==> src/rtl/uart_rx_ctrl.sv <==
// ============================================================================
// Module  : uart_rx_ctrl
// Brief   : 8N1 UART receive sequencer with 16x oversampling and valid/ready out
// Revision: 1.0  initial release
// ============================================================================
`default_nettype none

module uart_rx_ctrl #(
  parameter int OSR    = 16,
  parameter int DATA_W = 8
) (
  input  logic              clk,
  input  logic              rst_n,
  input  logic              din,
  input  logic [2:0]        select,
  output logic [DATA_W-1:0] data,
  output logic              valid,
  input  logic              ready,
  output logic              frame_err,
  output logic              overrun,
  output logic              busy,
  output logic              bit_tick
);

  localparam int c_TICK_W = $clog2(OSR);
  localparam int c_BIT_W  = $clog2(DATA_W + 1);

  localparam logic [1:0] c_IDLE  = 2'd0;
  localparam logic [1:0] c_START = 2'd1;
  localparam logic [1:0] c_DATA  = 2'd2;
  localparam logic [1:0] c_STOP  = 2'd3;

  logic                r_sync1, r_sync2, r_prev;
  logic [1:0]          r_state;
  logic [8:0]          r_div, r_div_cnt;
  logic [c_TICK_W-1:0] r_tick_cnt;
  logic [c_BIT_W-1:0]  r_bit_cnt;
  logic [DATA_W-1:0]   r_shift, r_data;
  logic                r_stop_bit, r_done, r_valid, r_ferr, r_ovr;

  logic [8:0] w_div_sel;
  logic       w_tick, w_start_pt, w_bit_pt, w_fall;

  always_comb begin
    w_div_sel = 9'd27;
    case (select)
      3'd0:    w_div_sel = 9'd326;
      3'd1:    w_div_sel = 9'd163;
      3'd2:    w_div_sel = 9'd81;
      3'd3:    w_div_sel = 9'd54;
      default: w_div_sel = 9'd27;
    endcase
  end

  assign w_fall     = r_prev & ~r_sync2;
  assign w_tick     = (r_state != c_IDLE) && (r_div_cnt == r_div - 9'd1);
  assign w_start_pt = w_tick && (r_state == c_START) &&
                      (r_tick_cnt == c_TICK_W'(OSR/2 - 1));
  assign w_bit_pt   = w_tick && ((r_state == c_DATA) || (r_state == c_STOP)) &&
                      (r_tick_cnt == c_TICK_W'(OSR - 1));

  always_ff @(posedge clk or negedge rst_n) begin
    if (!rst_n) begin
      r_sync1 <= 1'b1;
      r_sync2 <= 1'b1;
      r_prev  <= 1'b1;
    end else begin
      r_sync1 <= din;
      r_sync2 <= r_sync1;
      r_prev  <= r_sync2;
    end
  end

  always_ff @(posedge clk or negedge rst_n) begin
    if (!rst_n) begin
      r_state    <= c_IDLE;
      r_div      <= 9'd27;
      r_div_cnt  <= '0;
      r_tick_cnt <= '0;
      r_bit_cnt  <= '0;
      r_shift    <= '0;
      r_stop_bit <= 1'b0;
      r_done     <= 1'b0;
    end else begin
      r_done <= (r_state == c_STOP) && w_bit_pt;
      // Counters idle at zero so every frame starts its timing fresh.
      if (r_state == c_IDLE) begin
        r_div_cnt  <= '0;
        r_tick_cnt <= '0;
      end else if (w_tick) begin
        r_div_cnt  <= '0;
        r_tick_cnt <= w_start_pt ? '0 : r_tick_cnt + 1'b1;
      end else begin
        r_div_cnt  <= r_div_cnt + 9'd1;
      end
      case (r_state)
        c_IDLE: begin
          if (w_fall) begin
            r_state   <= c_START;
            r_div     <= w_div_sel;
            r_bit_cnt <= '0;
          end
        end
        c_START: begin
          if (w_start_pt) r_state <= r_sync2 ? c_IDLE : c_DATA;
        end
        c_DATA: begin
          if (w_bit_pt) begin
            r_shift   <= {r_sync2, r_shift[DATA_W-1:1]};
            r_bit_cnt <= r_bit_cnt + 1'b1;
            if (r_bit_cnt == c_BIT_W'(DATA_W - 1)) r_state <= c_STOP;
          end
        end
        default: begin
          // Leave on the stop sample so a back-to-back start edge is seen.
          if (w_bit_pt) begin
            r_stop_bit <= r_sync2;
            r_state    <= c_IDLE;
          end
        end
      endcase
    end
  end

  always_ff @(posedge clk or negedge rst_n) begin
    if (!rst_n) begin
      r_data  <= '0;
      r_valid <= 1'b0;
      r_ferr  <= 1'b0;
      r_ovr   <= 1'b0;
    end else if (r_done) begin
      if (!r_valid || ready) begin
        r_data  <= r_shift;
        r_ferr  <= ~r_stop_bit;
        r_valid <= 1'b1;
        if (r_valid) r_ovr <= 1'b0;
      end else begin
        r_ovr <= 1'b1;
      end
    end else if (r_valid && ready) begin
      r_valid <= 1'b0;
      r_ovr   <= 1'b0;
    end
  end

  assign data      = r_data;
  assign valid     = r_valid;
  assign frame_err = r_ferr;
  assign overrun   = r_ovr;
  assign busy      = (r_state != c_IDLE);
  assign bit_tick  = w_start_pt | w_bit_pt;

endmodule

`default_nettype wire

==> config.mk <==
export PLATFORM = sky130hd
export DESIGN_NAME = uart_rx_ctrl
export DESIGN_NICKNAME = d
export VERILOG_FILES = /design/src/rtl/uart_rx_ctrl.sv
export SDC_FILE = /design/constraint.sdc
export NUM_CORES = 1
export LEC_CHECK = 0
export BUFFER_PORTS_ARGS = -buffer_cell sky130_fd_sc_hd__buf_2
export CAP_MARGIN = 10
export CORE_UTILIZATION = 62
export CTS_BUF_LIST = sky130_fd_sc_hd__clkbuf_4 sky130_fd_sc_hd__clkbuf_8
export DETAILED_ROUTE_END_ITERATION = 8
export GPL_ROUTABILITY_DRIVEN = 0
export PLACE_DENSITY_LB_ADDON = 0.1
export SLEW_MARGIN = 20
export SYNTH_ARGS = -nofsm -noshare
export SYNTH_HDL_FRONTEND = slang
export SYNTH_SLANG_ARGS = --single-unit
==> constraint.sdc <==
create_clock -name clk -period 2.8 [get_ports clk]
set_input_delay 0.14 -clock clk [delete_from_list [all_inputs] [get_ports clk]]
set_output_delay 0.14 -clock clk [all_outputs]
set_load 0.1 [all_outputs]
After elaboration in Yosys (flattened, before gate mapping):

Index checks and enable logic that the tools add are counted.

* register bits: 52
* bits of input ports: 7
* output and inout port bits: 13

* add/sub/neg operators: 4
* equal/unequal tests: 16
* mux-type cells: 22
* bitwise gates (word level): 5
* reduce and logical (&&, ||, !) cells: 26

Operators by type and width (number)
* 9-bit one-hot mux with 4 select lines: 1
* 4-bit two-way mux: 5
* 9-bit two-way mux: 2
* 2-bit two-way mux: 6
* 2-bit AND reduction: 6
* 9-bit by 1-bit adder with 9-bit output, second input constant: 1
* 9-bit equality test: 1
* 9-bit by 1-bit subtractor with 9-bit output, second input constant: 1
* 4-bit by 1-bit adder with 4-bit output, second input constant: 2
* 4-bit by 3-bit equality test with 1-bit output, second input constant: 2
* 4-bit one-hot mux with 2 select lines: 1
* 2-bit nonzero test: 4
* 1-bit logical AND: 7
* 3-bit by 2-bit equality test with 1-bit output, second input constant: 2
* 1-bit two-way mux: 6
* 2-bit != test, second input constant: 3
* 2-bit one-hot mux with 3 select lines: 1
* 5-bit AND reduction: 1
* 2-bit equality test, second input constant: 2
* 4-bit equality test, second input constant: 1
* 2-bit by 1-bit != test with 1-bit output, second input constant: 2
* 3-bit by 1-bit equality test with 1-bit output, second input constant: 1
* 3-bit logical NOT: 1
* 3-bit != test, second input constant: 1
* 10 further kinds: 13

Longest topological paths before layout:

Gate-level depths: netlist (run 1).

* depth after elaboration: 8
* gate-level depth with buffers: 9
* gate-level depth less buffers: 8

Least setup slack after synthesis (run 1):

OpenSTA, ideal clock, no wires.

* path type: register to output
* from: register r_div[0]
* to: output bit_tick
* data arrival time: 4711 ps
* data required time: 2660 ps
* path slack: -2051 ps
* stages on the path, launching flop included: 9
* cells stage by stage: dfstp_2 -> inv_1 -> ha_1 -> nor2b_1 -> or3_1 -> a31oi_2 -> nand4_2 -> buf_6 -> nor4_1

* cells in the longest elaborated chain, start to end: 6

RTL lines
* start, declared: RTL line 35 `logic [8:0] r_div, r_div_cnt;`
* start signal, assigned: RTL line 100 `r_div <= w_div_sel;`
* 9-bit by 1-bit subtractor with 9-bit output (*): RTL line 56 `assign w_tick = (r_state != c_IDLE) && (r_div_cnt == r_div - 9'd1);`
* 9-bit equality test (*): RTL line 56
* 1-bit logical AND (*): RTL line 56
* 1-bit logical AND, on equally long branches (2 in series): RTL line 57, 59
* 1-bit OR (*): RTL line 151 `assign bit_tick = w_start_pt | w_bit_pt;`
* end, declared: RTL line 22 `output logic bit_tick`

Mark *: on every way between the ends. The rest lies on a longest branch, timed or not.

Worst setup path after layout (run 1):

Same ends and word-level chain as after synthesis.

==> results of run 1 <==
-- through the flow --
step	TNS, ps	setup WS [ps]	utilization [%]	area, sq um	total power, W
3_5_place_dp	0	228	68.7	2750	0.00133
6_report	0	161	72.2	2890	0.00178
2_1_floorplan	-32.8	-32.8	-	2620	0.00124
5_1_grt	0	43.0	72.2	2890	0.00188
4_1_cts	0	64.8	71.8	2870	0.00179
3_3_place_gp	0	282	68.7	2750	0.00132
-- cell usage in the layout, fill, tap and decap left out, types with 2 or more instances in the layout --
cell type	instances
dfrtp_1	45
nor2_1	20
buf_2	18
xnor2_1	15
nand2_1	15
mux2_2	12
o21ai_0	10
a21oi_1	10
nand3_1	9
nor3_1	8
mux2_4	7
dfstp_2	7
clkbuf_8	6
inv_1	5
nand2b_1	5
xor2_1	5
nor2b_1	4
or4_1	4
or3_1	3
a31oi_1	3
o31ai_1	3
ha_1	3
buf_4	3
inv_2	2
nor4_4	2
and3_1	2
a21o_1	2
mux2i_1	2
o211ai_1	2
clkinvlp_4	2
dlygate4sd3_1	2
-- synth_stat cells (all sizes together), types with 2 or more instances --
cell    instances  share of area (%)
a21o            3               0.92
a21oi          11                2.3
a31oi           4                1.2
and3            3               0.77
buf             3                1.1
clkbuf          3               0.44
dfrtp          45                 44
dfstp           7                7.1
ha              4                1.9
inv             7                1.0
mux2           19                9.3
mux2i           2               0.77
nand2          15                2.2
nand2b          5                1.2
nand3          10                2.1
nand4           2               0.73
nor2           20                2.9
nor2b           4               0.97
nor3            8                1.5
nor4            2                1.1
o211ai          2               0.58
o21ai          12                2.5
o31ai           3               0.87
or3             3               0.73
or4             4                1.2
xnor2          15                5.1
xor2            5                1.7
-- report_power, final --
part / internal, W / switching, W
logic: 0.000183 / 0.000202
registers: 0.000838 / 0.000111
clock network: 0.000200 / 0.000248
-- state kept, by name, indices dropped and copies added, names as in the netlist, 2 cells and up --
name        count
data            8
r_bit_cnt       4
r_div           9
r_div_cnt       9
r_shift         8
r_state         2
r_tick_cnt      4
-- area by class of cell --
type,count,area (sq um)
Timing Repair Buffer,24,153
Inverter,7,26.3
Multi-Input combinational cell,167,1240
Sequential cell,52,1310
Tap cell,50,62.6
Clock inverter,2,15.0
Fill cell,291,1110
Clock buffer,6,82.6
-- worst max-delay path: cells and delay by family (launching register included) --
family | cells | cell delay, ps
AND/OR/NAND/NOR | 4 | 950
flip-flops | 1 | 570
buffers and inverters | 2 | 280
AO/OA/AOI/OAI | 1 | 220
adder cells (fa/ha/maj) | 1 | 170
-- layer usage --
| layer | wire, um | vias up |
|---|---|---|
| li1 | - | 873 |
| met1 | 2070 | 859 |
| met2 | 2100 | 37 |
| met3 | 144 | 7 |
| met4 | 52 | 0 |
| met5 | 0 | - |
-- worst paths after layout --
check | end | cells after the start
min reg2reg | r_sync2 | 0
min | overrun | 2
max reg2reg | r_shift[5] | 8
max | bit_tick | 8
min in group asynchronous | r_bit_cnt[0] | 2
max in group asynchronous | r_sync1 | 3
-- logic make-up after synthesis --
family / count (synthesis)
AND/OR/NAND/NOR: 83
flip-flops: 52
AO/OA/AOI/OAI: 39
multiplexers: 21
XOR/XNOR: 20
buffers and inverters: 14
adder cells (fa/ha/maj): 4
-- what timing repair did --
| action | in CTS | in global routing |
|---|---|---|
| endpoints found under the setup margin | 1 | 1 |
| hold buffers | 2 | 0 |
| resized for setup | 1 | 0 |
| hold endpoints to repair | 31 | 0 |
| setup buffers | 0 | 2 |
==> results, run 1 <==
- The distinct cell type count after synthesis is 50.
- After detailed routing, the average wire length per cell comes to 14.2 um.
- The final period demand of the worst path is 2640 ps.
- At the pin with the least slew margin, the transition time is 716 ps.
- The number of design rule violations left after detail routing is 0.
- The global router's overall resource usage is 21.7%.
- The number of antenna violations at the first check in global routing is 0.
- Setup repair after global routing left no endpoint under its margin.
- Global routing used 35.4% of the available met2 tracks.
- The endpoint arrival time on the critical path is 2500 ps.
- The die footprint is 0.00444 sq mm.
- After detailed routing, the total wire length is 4370 um.
- For this design, the sink count on the clock tree is 52.
- The relative max-transition margin is 52.2%.
- The worst flop-to-flop path startpoint is r_div[0].
- Hold is met by 0.783 ps.
- The synthesized net count is 244.
- 0 antenna diodes ended up in the layout.
- The primary flip-flop cell chosen by synthesis mapping is dfrtp_1.
- The die height is 66.6 um.
- The number of hold violations in the final report is 0.
- Before antenna repair, the detailed router went through 6 iterations.
- The critical path's slowest cell is dfstp_2.
- The number of buffers created by CTS is 5.
- The count of nets after finishing is 268.
- The root buffer cell chosen for the clock tree is clkbuf_8.
- TritonCTS built the clock tree.
- The detailed placement HPWL is 3050 um.
- The insertion delay to the later sink of the worst-skew pair is 310 ps.
- Summed over all cells, the static leakage comes to 1.33 nW.
- The number of DRC violations after detailed-routing iteration 0 is 184.
- The cell count after placement is 296.
- The fraction of registers with async set/reset is 100%.
- The die span in x is 66.6 um.
- The synthesized area divided by synthesized cell count is 11.1 sq um.
- In the global route stage, met1 resource usage came out at 27.9%.
- The first global-routing pass estimated 7190 um of wire.
- The count of final setup violators is 0.
- Of the available clock period, the critical path in the final layout requires 94.2%.
- After clock tree synthesis, the clock-pin slew on the worst setup and hold paths is 90 ps.
- The signal on the critical path passes through inv_2, ha_4, nor2b_1, or3_1, a31oi_2, nand4_4, nor4_4, buf_12.
- For the final database, setup skew stands at 9.47 ps.
- The detail route stage leaves a number of antenna-violating nets equal to 0.
- The worst setup path is launched from a flop.
- The achievable frequency is 0.379 GHz.
- Summing the areas of all compound-gate instances in the mapped netlist gives 9.62% of the synthesized area.
- During synthesis, Yosys emitted a total of 0 warnings.
- By area, the combinational part of the netlist is dominated by simple AND/OR/NAND/NOR gates.
- The floorplan step defined a core boundary enclosing 0.00400 sq mm.
- The non-filler instance count after layout is 308.
- In this run the cell area of the synthesized design comes to 0.00259 sq mm.
- The longest clock path from root to sink contains 2 buffers.
- The number of port buffers is 19.
- The via count of the first global-routing pass is 1600.
- The via count of the routed design is 1776.
- VDD sags by at most 0.000464 V.
- The final count of pins violating max slew is 0.
- The xor-xnor portion of the synthesized cell area is 6.77%.
- The routed via count divided by cell count is 5.77.
- The number of enable-type register cells in the synthesized netlist is 0.
- The slack of the worst reg-to-reg path is 240 ps.
- The critical path starts at r_div[0].
- The global route total overflow is 0.
- The post-synthesis register bit count is 52.
- The run finished with clean final reports.
- The row count is 23.
- Max-cap violations in this run came to 0.
- The most heavily used metal layer in global routing is met2.
- Entering global routing, the biggest net connects 34 pins.
- Summing the areas of all fa, ha and maj instances in the mapped netlist gives 1.93% of the synthesized area.
- The layout-stage area growth over the synthesis result is 11.7%.
- The largest incremental delay on the critical path is 570 ps.
- CTS built an H-tree with a depth of 2.
- The synthesized-area fraction occupied by and/or/nand/nor cells is 18.1%.
- The post-synthesis sequential area ratio is 50.6%.
- 20 I/O pins were placed.
- The top fanout value on the critical path is 6.
- The min-delay analysis places its worst path in the category in2reg.
- The total power per unit cell area is 617 mW/mm^2.
- The effective utilization at floorplan is 64.7%.
- The hold path startpoint is ready.
- Data on the critical path is required at its endpoint by 2660 ps.
- The multiplexer share of the synthesized area is 10.1%.
- The element type at the critical path end is a primary output.
- The global routing usage on met3 is 5.31%.
- The post-route netlist has 27.9% of its cells at a drive strength greater than 1.
- The critical path start-end classification is reg2out.
- Synthesis handed over a netlist of 233 instances.
No activity file was read; power rests on OpenSTA's default activity.
==> run 2, diff against run 1 <==
Settings changed: REMOVE_ABC_BUFFERS from default to 1.
==> run 2 against run 1 <==
Effect of this change:
- sequential share of layout area fell by 0.21 points
- utilization rose by 0.34 points
- hold slack improved by 3.0 ps
- global-route usage rose by 0.46 points
- clock power fell by 4.5%
- die area did not move
- sequential cell count did not move
- maximum frequency fell by 3.9%
- cell count rose by 0.32%
- worst setup slack got worse by 110 ps
- clock skew fell by 2.7 ps
- sequential power barely moved
==> results, run 2 (synthesis results as in run 1) <==
- The flow ran to the end, and the final reports show no timing, DRC or antenna violations.
- The maximum vdd drop is 0.000414 V (-11%).
- The effective utilization at floorplan is 64.7% (unchanged).
- The number of buffers on the longest clock path is 2 (unchanged).
- The relative max-transition margin was 58.0% (+5.7 points).
- The max-capacitance violation count is 0 (unchanged).
- The depth of the CTS H-tree came to 2 (unchanged).
- The met2 capacity usage during global routing is 38.4% (+3.0 points).
- The number of port buffers is 19 (unchanged).
- The pin count of the biggest net entering global routing is 52 (+53%).
- The final period demand of the worst path is 2750 ps (+107 ps).
- The largest registers in the layout are r_div (9), r_div_cnt (9).
- The final count of pins violating max slew was 0 (unchanged).
- The number of design rule violations left after detail routing came to 0 (unchanged).
- STA classifies the critical path startpoint as a flop.
- TritonCTS built the clock tree.
- Setup repair after global routing could not meet its margin everywhere.
- The number of hold violations in the final report is 0 (unchanged).
- The number of antenna violations at the first check in global routing is 0 (unchanged).
- The die footprint is 0.00444 sq mm (unchanged).
- The global router's overall resource usage is 22.1% (+0.46 points).
- The length in cells of the worst reg-to-reg path is 9 (+1).
- The data required time at the worst endpoint is 2660 ps (about the same).
- The kind of path behind the tightest hold check is in2reg.
- The via count of the routed design is 1773 (-0.17%).
- The achievable frequency came to 0.364 GHz (-3.9%).
- The worst flop-to-flop path startpoint is r_div[0].
- The cell count after placement is 298 (+0.68%).
- The most heavily used metal layer in global routing is met2.
- The critical path starts at r_div[0].
- The non-filler instance count after layout is 309 (+0.32%).
- The largest incremental delay on the critical path is 570 ps (about the same).
- The remaining antenna violation count is 0 (unchanged).
- The first-pass iteration count of the detailed router came to 5 (-1).
- The slew of the pin with the lowest slew margin came to 629 ps (-87.1 ps).
- The antenna diode count is 0 (unchanged).
- The ratio of final minimum period to clock period was 98.1% (+3.8 points).
- The worst hold path cell count is 2 (unchanged).
- The insertion delay to the later sink of the worst-skew pair was 310 ps (about the same).
- The count of nets after finishing was 269 (+0.37%).
- The total number of clock tree sinks was 52 (unchanged).
- The clock-pin slew on the worst setup and hold paths is 100 ps (about the same).
- The worst hold path begins at ready.
- Walking the worst path, the cells encountered are inv_1, ha_2, nor2b_1, or3_1, a31oi_4, nand4_4, nor4_2, buf_4, buf_12.
- The end point of the worst hold path is overrun.
- The row count is 23 (unchanged).
- The detailed placement HPWL is 3050 um (about the same).
- The number of top-level pins is 20 (unchanged).
- The average wire per cell in the routed design came to 14.2 um (about the same).
- The total power per unit cell area is 612 mW/mm^2 (-0.77%).
- The count of final setup violators is 0 (unchanged).
- The element type at the critical path end is a primary output.
- The final core utilization is 72.6% (+0.34 points).
- The die span in x is 66.6 um (unchanged).
- The number of buffers created by CTS was 5 (unchanged).
- Relative to the synthesized area, the layout overhead comes to 12.2%.
- The endpoint arrival time on the critical path is 2610 ps (+110 ps).
- The global-route wire length before repair is 7310 um (+1.7%).
- The critical path start-end classification is reg2out.
- The leakage power is 1.35 nW (+1.3%).
- The maximum clock skew at final layout is 6.73 ps (-2.74 ps).
- The top cell types in the final layout, fill and taps aside, are dfrtp_1, nor2_1, buf_2, xnor2_1, nand2_1.
- The met1 track demand over resource was 27.5% (-0.44 points).
- The number of fill cells is 311 (+6.9%).
- The top fanout value on the critical path is 6 (unchanged).
- The buffer type at the clock tree root is clkbuf_8.
- On the critical path, the stage with the largest delay is an instance of dfstp_2.
- The global route total overflow was 0 (unchanged).
- The routed via count divided by cell count is 5.74 (-0.49%).
- The slack of the worst reg-to-reg path is 180 ps (-60 ps).
- The core area is 0.00400 sq mm (unchanged).
- The number of DRC violations after detailed-routing iteration 0 is 156 (-15%).
- Leaving out fill and tap cells, the most frequent cell in the layout is dfrtp_1.
- The via count of the first global-routing pass came to 1615 (+0.94%).
- The global routing usage on met3 is 5.14% (-0.17 points).
- The die height is 66.6 um (unchanged).
- The post-detailed-routing wire length was 4380 um (+0.30%).
- The fraction of layout instances using a drive strength above 1 came to 27.8% (-0.11 points).
- In this run the critical register-to-register path is captured at r_tick_cnt[3].
==> run 2: worst max-delay path by stage <==
| stage | depth (start not counted) | slack, ps | to |
|---|---|---|---|
| 3_3_place_gp | 9 | 130 | bit_tick |
| 5_1_grt | 9 | -70 | bit_tick |
| 4_1_cts | 9 | 60 | bit_tick |
| 6_report | 9 | 50 | bit_tick |
| 2_1_floorplan | 7 | -2060 | bit_tick |
| 3_5_place_dp | 8 | 3 | r_stop_bit |
==> run 2: repair_timing <==
action,in CTS,in global routing
endpoints found under the setup margin,2,9
endpoints found under the hold margin,1,45
resized for setup,4,3
buffers inserted,1,0
hold buffers,1,1
gates cloned,0,0
pin swaps,0,0
==> run 2: critical path, delay by kind of cell, from the launching register on <==
family,cells,cell delay [ps]
fa+ha+maj,1,220
compound gates,1,220
buf+inv,3,380
flops,1,570
simple gates,4,900
==> run 2: power breakdown <==
group	internal, W	switching, W
clock	0.000179	0.000249
combinational	0.000188	0.000214
sequential	0.000838	0.000110
==> run 2: area by class of cell <==
type                            instances  area [sq um]  area share, %
Clock buffer                            5          68.8           2.37
Tap cell                               50          62.6           2.16
Clock inverter                          3          22.5          0.776
Sequential cell                        52          1310           45.1
Timing Repair Buffer                   25           163           5.60
Inverter                                7          26.3          0.905
Multi-Input combinational cell        167          1250           43.1
==> run 2: per-stage QoR <==
stage / setup TNS [ps] / power (W) / setup WS, ps / cell area (sq um) / hold WS (ps)
2_1_floorplan: -2060 / 0.00123 / -2060 / 2540 / -156
3_3_place_gp: 0 / 0.00131 / 132 / 2740 / 257
3_5_place_dp: 0 / 0.00132 / 3.18 / 2740 / 256
4_1_cts: 0 / 0.00179 / 57.0 / 2870 / 4.59
5_1_grt: -74.1 / 0.00188 / -74.1 / 2900 / 5.19
6_report: 0 / 0.00178 / 54.3 / 2900 / 3.78
==> run 2: layer usage <==
metal	part of all wire, %	wire (um)	vias up
met3	3.9	173	6
met4	1.1	48	0
met1	44	1910	856
met2	51	2250	34
li1	-	-	877
met5	0	0	-
==> run 3, diff against run 2 <==
Settings changed: CORE_UTILIZATION 62 to 50.
==> run 3 against run 2 <==
Effect of this change:
- total power up 0.86%
- via count down 2.4%
- first-iteration DRC count down 47%
- die area up 23%
- worst setup slack better by 90 ps
- combinational power down 1%
==> results, run 3 (synthesis results as in run 1) <==
- The total number of cells along the worst setup path is 8 (-1).
- TritonCTS built the clock tree.
- The count of final setup violators is 0 (unchanged).
- In the final layout, the registers with the most flip-flops are r_div (9), r_div_cnt (9).
- The critical path is of the reg2reg type.
- The global-route wire length before repair came to 7760 um (+6.1%).
- For this design, the slowest cell found on the critical path is dfstp_2.
- Setup repair after global routing left no endpoint under its margin.
- The max-capacitance violation count is 0 (unchanged).
- The final period demand of the worst path is 2660 ps (-89.7 ps).
- The average wire per cell in the routed design was 13.6 um (-4.2%).
- The switching power is 0.000563 W (-1.5%).
- The fraction of layout instances using a drive strength above 1 is 27.8% (unchanged).
- The number of buffers created by CTS came to 5 (unchanged).
- The slew of the pin with the lowest slew margin was 637 ps (+7.99 ps).
- From synthesis to final layout, the design area changed by 12.8%.
- The global route total overflow is 0 (unchanged).
- The worst path buffer plus inverter count was 1 (-2).
- The internal power component is 0.00123 W (+2.0%).
- The global router's overall resource usage is 18.7% (-3.4 points).
- The detailed placement HPWL was 3050 um (about the same).
- The achievable frequency is 0.377 GHz (+3.4%).
- The number of DRC violations after detailed-routing iteration 0 is 82 (-47%).
- The top fanout value on the critical path is 11 (+5).
- The remaining antenna violation count came to 0 (unchanged).
- The cell area reported after detailed placement is 0.00276 sq mm (+0.78%).
- The via count of the first global-routing pass came to 1644 (+1.8%).
- The slack of the worst reg-to-reg path was 140 ps (-40 ps).
- The length in cells of the worst reg-to-reg path is 8 (-1).
- The terminus of the critical flop-to-flop path is r_shift[6].
- The number of buffers on the longest clock path was 2 (unchanged).
- The final instance area is 0.00292 sq mm (+0.52%).
- The row count was 25 (+8.7%).
- The critical path ends at r_shift[6].
- The die height is 73.9 um (+11%).
- The overall power after layout was 0.00179 W (+0.86%).
- Leaving out fill and tap cells, the most frequent cell in the layout is dfrtp_1.
- The worst hold path cell count was 2 (unchanged).
- The largest incremental delay on the critical path is 570 ps (about the same).
- The final count of pins violating max slew came to 0 (unchanged).
- The via count of the routed design was 1731 (-2.4%).
- The clock-pin slew on the worst setup and hold paths is 90 ps (about the same).
- In this design, the largest share of critical-path delay is due to simple AND/OR/NAND/NOR gates.
- The number of port buffers came to 19 (unchanged).
- The endpoint arrival time on the critical path is 2850 ps (+240 ps).
- In this run the critical register-to-register path is launched from r_div[0].
- The total power per unit cell area is 614 mW/mm^2 (+0.34%).
- The number of design rule violations left after detail routing is 0 (unchanged).
- The count of nets after finishing is 269 (unchanged).
- The die span in x is 73.9 um (+11%).
- The maximum vdd drop is 0.000411 V (-0.76%).
- The leakage power is 1.35 nW (+0.20%).
- Walking the worst path, the cells encountered are inv_1, ha_2, nor2b_1, or3_1, a31oi_4, and4_4, nand3_2, mux2_4.
- The portion of total power attributed to the clock network is 24.9% (+0.8 points).
- The type of element launching the critical path is a flop.
- The number of antenna violations at the first check in global routing was 0 (unchanged).
- Leaving out fill and tap cells, the most frequent cells in the layout are dfrtp_1, nor2_1, buf_2, xnor2_1, nand2_1.
- The post-detailed-routing wire length is 4430 um (+1.1%).
- The buffer type at the clock tree root is clkbuf_8.
- The ratio of final minimum period to clock period came to 94.9% (-3.2 points).
- The switching share of power is 31.4% (-0.76 points).
- The run finished with clean final reports.
- The effective utilization at floorplan is 53.4% (-11 points).
- The data required time at the worst endpoint is 2990 ps (+330 ps).
- The first-pass iteration count of the detailed router came to 6 (+1).
- The final worst hold slack is 14.4 ps (+10.6 ps).
- The maximum clock skew at final layout is 5.73 ps (-1.00 ps).
- The die footprint is 0.00547 sq mm (+23%).
- The combinational power share came to 22.2% (-0.4 points).
- The element type at the critical path end is a flop.
- The routed via count divided by cell count came to 5.31 (-7.5%).
- The relative max-transition margin is 57.4% (-0.53 points).
- The depth of the CTS H-tree is 2 (unchanged).
- In this run the worst setup path begins at r_div[0].
- The total number of clock tree sinks is 52 (unchanged).
- The insertion delay to the later sink of the worst-skew pair is 300 ps (about the same).
- The number of hold violations in the final report is 0 (unchanged).
- The number of top-level pins is 20 (unchanged).
- The core area is 0.00485 sq mm (+21%).
- The fraction of power consumed by sequential logic is 52.9% (-0.4 points).
- The pin count of the biggest net entering global routing came to 53 (+1.9%).
- The kind of path behind the tightest hold check is in2reg.
- The antenna diode count is 0 (unchanged).
[run 3: cell count changes in the layout (fill, tap and decap cells not counted), sizes merged]
cell    change
clkbuf      +1
clkinv      -1
[run 3: worst min path at each step]
stage,slack (ps),to,start
4_1_cts,10,overrun,ready
3_3_place_gp,250,r_sync1,din
6_report,10,overrun,ready
3_5_place_dp,250,r_sync1,din
5_1_grt,20,overrun,ready
2_1_floorplan,-160,data[0],rst_n
[run 3: cell type report]
type,count,area (sq um)
sequential,52,1310
fill,409,1930
timing repair buffer,25,160
clock buffer,6,82.6
inverter,7,26.3
tap,67,83.8
multi-input combinational,167,1240
clock inverter,2,13.8
[run 3: stage by stage]
step	util (%)	std cells	worst slack (ps)	TNS, ps
5_1_grt	60.2	326	27.6	0
3_5_place_dp	56.9	315	78.8	0
3_3_place_gp	56.9	315	184	0
4_1_cts	59.9	326	9.57	0
2_1_floorplan	-	226	-2060	-2060
6_report	60.2	326	144	0
[run 3: metal layers]
layer / up-vias / global-route usage, % / part of all wire, %
li1: 874 / - / -
met1: 827 / 26.0 / 51
met2: 23 / 29.0 / 45
met3: 7 / 4.61 / 3.4
met4: 0 / 5.98 / 1.2
met5: - / 0 / 0
[run 3: timing repair]
action / 4_1_cts / 5_1_grt
hold buffers: 2 / 0
resized for setup: 3 / 3
buffers inserted: 1 / 0
pin swaps: 0 / 1
endpoints found under the setup margin: 1 / 7
hold endpoints to repair: 46 / 0
[run 3: power groups by stage]
| stage | Sequential [W] | Combinational (W) | Clock [W] |
|---|---|---|---|
| after floorplan | 0.000935 | 0.000293 | 0 |
| after global placement | 0.000966 | 0.000352 | 0 |
| after detailed placement | 0.000965 | 0.000359 | 0 |
| after CTS | 0.000951 | 0.000396 | 0.000463 |
| after global routing | 0.000967 | 0.000446 | 0.000495 |
| final | 0.000949 | 0.000397 | 0.000446 |
